[src/rtl/load_store_unit.sv]
// load_store_unit: connects the core's byte-addressed load/store requests
// to a word-organised data memory. Loads are sign- or zero-extended. Sub-word
// stores are done as a read-modify-write and cost one stall cycle.
// Misaligned and invalid requests are suppressed. Misaligned requests also
// set a sticky flag.
//
// Handshake: there is no valid/ready pair. A request is MemWrite or MemRead
// being high. While Stall is high, the core holds Adr, StoreData, Funct3,
// MemWrite and MemRead stable. The request retires on the first rising edge
// at which Stall is low.
module load_store_unit #(
    parameter int width = 32
) (
    input  logic             CLK,
    input  logic             RST,
    input  logic [width-1:0] Adr,
    input  logic [width-1:0] StoreData,
    input  logic             MemWrite,
    input  logic             MemRead,
    input  logic [2:0]       Funct3,
    output logic [width-1:0] LoadData,
    output logic             Stall,
    output logic             Misaligned,
    output logic             MisalignedSticky,
    output logic [width-1:0] MemAdr,
    output logic [width-1:0] MemWData,
    output logic             MemWE,
    input  logic [width-1:0] MemRData,
    output logic             o_dbg_state,
    output logic [width-1:0] o_dbg_word_q
);

    typedef enum logic {
        S_IDLE  = 1'b0,
        S_WRITE = 1'b1
    } state_t;

    state_t           r_state;
    logic [width-1:0] r_word_q;
    logic             r_sticky;

    logic             w_f3_valid;
    logic             w_size_b;
    logic             w_size_h;
    logic             w_size_w;
    logic             w_req;
    logic             w_misaligned;
    logic             w_ok;
    logic             w_store_ok;
    logic             w_load_ok;
    logic             w_sub_store;
    logic             w_word_store;
    logic [7:0]       w_byte;
    logic [15:0]      w_half;
    logic [width-1:0] w_merged;

    // Decode Funct3 into an access size and check that the encoding is legal.
    always_comb begin
        w_f3_valid = 1'b0;
        case (Funct3)
            3'b000, 3'b001, 3'b010, 3'b100, 3'b101: w_f3_valid = 1'b1;
            default:                                w_f3_valid = 1'b0;
        endcase
    end

    assign w_size_b     = (Funct3[1:0] == 2'b00);
    assign w_size_h     = (Funct3[1:0] == 2'b01);
    assign w_size_w     = (Funct3[1:0] == 2'b10);
    assign w_req        = MemWrite | MemRead;
    assign w_misaligned = w_req & w_f3_valid &
                          ((w_size_h & Adr[0]) | (w_size_w & (Adr[1:0] != 2'b00)));
    assign w_ok         = w_req & w_f3_valid & ~w_misaligned;
    // A store has priority when both request lines are high.
    assign w_store_ok   = MemWrite & w_ok;
    assign w_load_ok    = MemRead & ~MemWrite & w_ok;
    assign w_sub_store  = w_store_ok & ~w_size_w;
    assign w_word_store = w_store_ok & w_size_w;

    assign Misaligned       = w_misaligned;
    assign MisalignedSticky = r_sticky;
    assign MemAdr           = {Adr[width-1:2], 2'b00};
    assign Stall            = ~RST & (r_state == S_IDLE) & w_sub_store;
    assign MemWE            = ~RST & ((r_state == S_WRITE) |
                                      ((r_state == S_IDLE) & w_word_store));
    assign MemWData         = (r_state == S_WRITE) ? w_merged : StoreData;
    assign o_dbg_state      = r_state;
    assign o_dbg_word_q     = r_word_q;

    // Select the addressed byte and halfword lanes of the memory word.
    always_comb begin
        w_byte = 8'h00;
        case (Adr[1:0])
            2'b00:   w_byte = MemRData[7:0];
            2'b01:   w_byte = MemRData[15:8];
            2'b10:   w_byte = MemRData[23:16];
            default: w_byte = MemRData[31:24];
        endcase
        w_half = Adr[1] ? MemRData[31:16] : MemRData[15:0];
    end

    // Extend the selected lane. Suppressed or absent loads return zero.
    always_comb begin
        LoadData = '0;
        if (w_load_ok) begin
            case (Funct3)
                3'b000:  LoadData = {{(width-8){w_byte[7]}}, w_byte};
                3'b100:  LoadData = {{(width-8){1'b0}}, w_byte};
                3'b001:  LoadData = {{(width-16){w_half[15]}}, w_half};
                3'b101:  LoadData = {{(width-16){1'b0}}, w_half};
                3'b010:  LoadData = MemRData;
                default: LoadData = '0;
            endcase
        end
    end

    // Replace the addressed lane(s) of the captured word with store data.
    // Adr and Funct3 are held by the core during the stall.
    always_comb begin
        w_merged = r_word_q;
        if (w_size_b) begin
            case (Adr[1:0])
                2'b00:   w_merged[7:0]   = StoreData[7:0];
                2'b01:   w_merged[15:8]  = StoreData[7:0];
                2'b10:   w_merged[23:16] = StoreData[7:0];
                default: w_merged[31:24] = StoreData[7:0];
            endcase
        end else begin
            if (Adr[1]) w_merged[31:16] = StoreData[15:0];
            else        w_merged[15:0]  = StoreData[15:0];
        end
    end

    // Read-modify-write sequencer and sticky misalignment flag.
    always_ff @(posedge CLK) begin
        if (RST) begin
            r_state  <= S_IDLE;
            r_word_q <= '0;
            r_sticky <= 1'b0;
        end else begin
            r_sticky <= r_sticky | w_misaligned;
            case (r_state)
                S_IDLE: begin
                    if (w_sub_store) begin
                        r_word_q <= MemRData;
                        r_state  <= S_WRITE;
                    end
                end
                default: r_state <= S_IDLE;
            endcase
        end
    end

endmodule
[config.mk]
export PLATFORM = sky130hd
export DESIGN_NAME = load_store_unit
export DESIGN_NICKNAME = d
export VERILOG_FILES = /design/src/rtl/load_store_unit.sv
export SDC_FILE = /design/constraint.sdc
export NUM_CORES = 1
export LEC_CHECK = 0
export BUFFER_PORTS_ARGS = -buffer_cell sky130_fd_sc_hd__buf_4
export CAP_MARGIN = 20
export CELL_PAD_IN_SITES_DETAIL_PLACEMENT = 0
export CELL_PAD_IN_SITES_GLOBAL_PLACEMENT = 1
export CORE_MARGIN = 4
export CORE_UTILIZATION = 29
export DETAILED_ROUTE_END_ITERATION = 6
export GPL_TIMING_DRIVEN = 0
export PLACE_DENSITY = 0.95
export SETUP_SLACK_MARGIN = 0.05
export SYNTH_ARGS = -nofsm -noshare
export SYNTH_HDL_FRONTEND = slang
export SYNTH_SLANG_ARGS = --single-unit
[constraint.sdc]
create_clock -name CLK -period 4.5 [get_ports CLK]
set_input_delay 0.9 -clock CLK [delete_from_list [all_inputs] [get_ports CLK]]
set_output_delay 0.9 -clock CLK [all_outputs]
set_load 0.02 [all_outputs]
==> summary.md <==
| Metric | Value |
|---|---|
| Critical Path Sink Type | output pin |
| Final Util | 47.2% |
| Number of gates resized after cts | 0 |
| CP max FO | 10 |
| Fin crit period | 3.71 ns |
| Min Hold Slack | 0.476 ns |
| H-tree depth | 2 |
| Antenna violations before repair | 0 |
| Layout cells sized above 1 | 48.5% |
| First-pass GRT wire length | 22,000 µm |
| Status | completed |
| IO Port Bufs | 200 |
| Largest net degree at the start of global routing | 13 |
| RSZ-0062 raised after global routing | no |
| GR Util All Layers | 22.0% |
| Post-CTS setup buffer count | 0 |
| Area leader, netlist | dfxtp_1 |
| Final instance area | 4890 µm² |
| Vias/cell | 5.21 |
| Max Slew Vio Count | 0 |
| Synth top area share | 21.9% |
| Synth Instances | 411 |
| Final Hold Viols | 0 |
| Gate power share | 42.0% |
| Reg area | 681 µm² |
| Worst path required time | 3.60 ns |
| Synth cell types | 39 |
| # hold bufs at CTS | 0 |
| Non-Filler Instances | 756 |
| Post-Syn Area per Cell | 7.55 µm² |
| Placed instance area | 4780 µm² |
| CP Data Arrival Time | 2.81 ns |
| HP Class | reg -> reg |
| # DRC | 0 |
| CTS tree | yes |
| Number of max-cap violations | 0 |
| Final ANT Viol Nets | 0 |
| Initial DRC Count | 223 |
| Via count | 3,939 |
| Setup TNS | 0 ns |
| Seq pwr share | 31.1% |
| CP max stage delay | 0.48 ns |
| Post-DP HPWL | 12,100 µm |
| Reg2reg path depth | 6 |
| Total power | 1.05 mW |
| Setup Crit Path Kind | in -> out |
| Fill cells | 1,057 |
| Vias in the first global route | 4,003 |
| CTS buffer count | 5 |
| Hold_sp | o_dbg_word_q[7] |
| Io pins | 236 |
| Mapped cell area | 3100 µm² |
| Area grow syn2layout | 57.7% |
| Root Buffer | clkbuf_8 |
| Clk Latency, worst-skew pair | 0.29 ns |
| Hold Path Cell Cnt | 2 |
| Wire length per cell | 19.5 µm |
| Nets | 722 |
| Final worst slack | 0.791 ns |
| CP Launch Type | input port |
| N_diodes | 0 |
| Hold Path End | o_dbg_word_q[7] |
| Worst slew margin | 57.1% |
| Floorplan core area | 10,400 µm² |
| P_sw | 0.374 mW |
| GP Congestion | 0.950 |
| First-pass DRT Iterations | 7 |
| Die Width | 111 µm |
| R2R Setup Slk | 2.59 ns |
| RR Endpoint | o_dbg_word_q[30] |
| Register area share after synthesis | 21.9% |
| Leakage | 2.19 nW |
| Sw frac | 35.5% |
| RR Startpoint | o_dbg_state |
| Initial Util | 29.9% |
| Worst-path clk slew | 0.07 ns |
| Internal | 0.678 mW |
| Main area contributors after synthesis | dfxtp_1 (22%), nand2_1 (11%), a21oi_1 (9.2%) |
| Clock Power Share | 26.9% |
| Least-Margin Pin Slew | 0.644 ns |
| Placement Setup Slack | 0.847 ns |
| Die Area | 12,400 µm² |
| Routed WL | 14,700 µm |
| DP Cell Count | 748 |
| Bufs on Longest Clock Path | 2 |
| Fmax | 270 MHz |
| YS warnings | 0 |
| Final setup fails | 0 |
| Die height | 111 µm |
| Pwr dens | 215 nW/µm² |
| Worst clock skew | 0.00615 ns |
| Slowest cell on the critical path | nor2_1 |
| Yosys reg bits | 34 |
| Multi-input combinational cell area | 1990 µm² |
| Worst path cell trace | buf_4, buf_6, buf_2, nor2_1, buf_2, o21ai_0, a21oi_1, mux2_2, buf_4 |
| Remaining Overflow, GRT | 0 |
| Period utilization | 82.4% |
| Peak VDD IR | 0.000117 V |
| Row count | 37 |
| Clk sink count | 34 |
layout by cell type, fill, tap and decap left out, drive strengths merged:
cell	instances
buf	248
nand2	91
a21oi	67
dfxtp	34
nor2	31
clkbuf	24
mux2	18
a22o	16
o21ai	14
a22oi	12
mux2i	9
mux4	8
or4b	8
a221oi	7
a222oi	6
nand2b	3
inv	3
or2	2
conb	2
clkinvlp	2
nor3	2
nor2b	1
o21a	1
xor2	1
a221o	1
a211o	1
nor3b	1
o2bb2ai	1
o31a	1
nand3	1
a41oi	1
and3	1
o21ba	1
bufinv	1
synth_stat cells, drive strengths merged:
cell     count
a211o        1
a21oi       67
a221o        1
a221oi       7
a222oi       6
a22o        16
a22oi       12
a41oi        1
and3         1
buf         48
clkbuf      19
conb         1
dfxtp       34
inv          3
mux2        18
mux2i        9
mux4         8
nand2       91
nand2b       3
nand3        1
nor2        31
nor2b        1
nor3         2
nor3b        1
o21a         1
o21ai       14
o21ba        1
o2bb2ai      1
o31a         1
or2          2
or4b         8
xor2         1
state kept, by name, indices dropped and copies added (netlist names):
signal	flops
o_dbg_state	1
o_dbg_word_q	32
MisalignedSticky	1
cell families after synthesis:
group,Yosys count,synth area share [%]
simple gates,141,19.6
buf+inv,70,14.0
flops,34,21.9
other cells,1,0.121
mux,35,15.2
xor+xnor,1,0.282
compound gates,129,28.8
layout make-up:
class	count	area share, %
Clock buffer	5	1.41
Clock inverter	3	0.921
Multi-Input combinational cell	308	40.7
Tap cell	136	3.48
Inverter	3	0.230
Sequential cell	34	13.9
Buffer	67	8.65
Timing Repair Buffer	200	30.7
worst max-delay path by stage:
stage	from	to	slack, ns	cells after the start
6_report	Funct3[0]	MemWData[29]	0.79	9
5_1_grt	Funct3[0]	MemWData[29]	0.67	9
4_1_cts	Funct3[0]	MemWData[29]	0.84	9
3_5_place_dp	Funct3[0]	MemWData[29]	0.85	9
3_3_place_gp	Funct3[0]	MemWData[29]	0.84	9
2_1_floorplan	Funct3[0]	LoadData[14]	1.23	7
routing by layer:
metal	routed length, µm	vias to the layer above	global-route usage, %
met5	0	-	0
met4	364	0	7.30
met3	1520	25	4.08
met2	6730	265	36.0
met1	6120	1797	29.1
li1	-	1852	-
power groups by stage:
stage / combinational (mW) / clock (mW) / sequential (mW)
2_1_floorplan: 0.228 / 0 / 0.346
3_3_place_gp: 0.437 / 0 / 0.334
3_5_place_dp: 0.440 / 0 / 0.334
4_1_cts: 0.441 / 0.286 / 0.327
5_1_grt: 0.471 / 0.295 / 0.329
6_report: 0.442 / 0.283 / 0.327
worst max-delay path: cells and delay by family:
| kind | cells | cell delay [ns] |
|---|---|---|
| AND/OR/NAND/NOR | 1 | 0.48 |
| AO/OA/AOI/OAI | 2 | 0.32 |
| buffers and inverters | 5 | 0.91 |
| multiplexers | 1 | 0.18 |
Note: power is estimated with default switching activity, not from simulation.
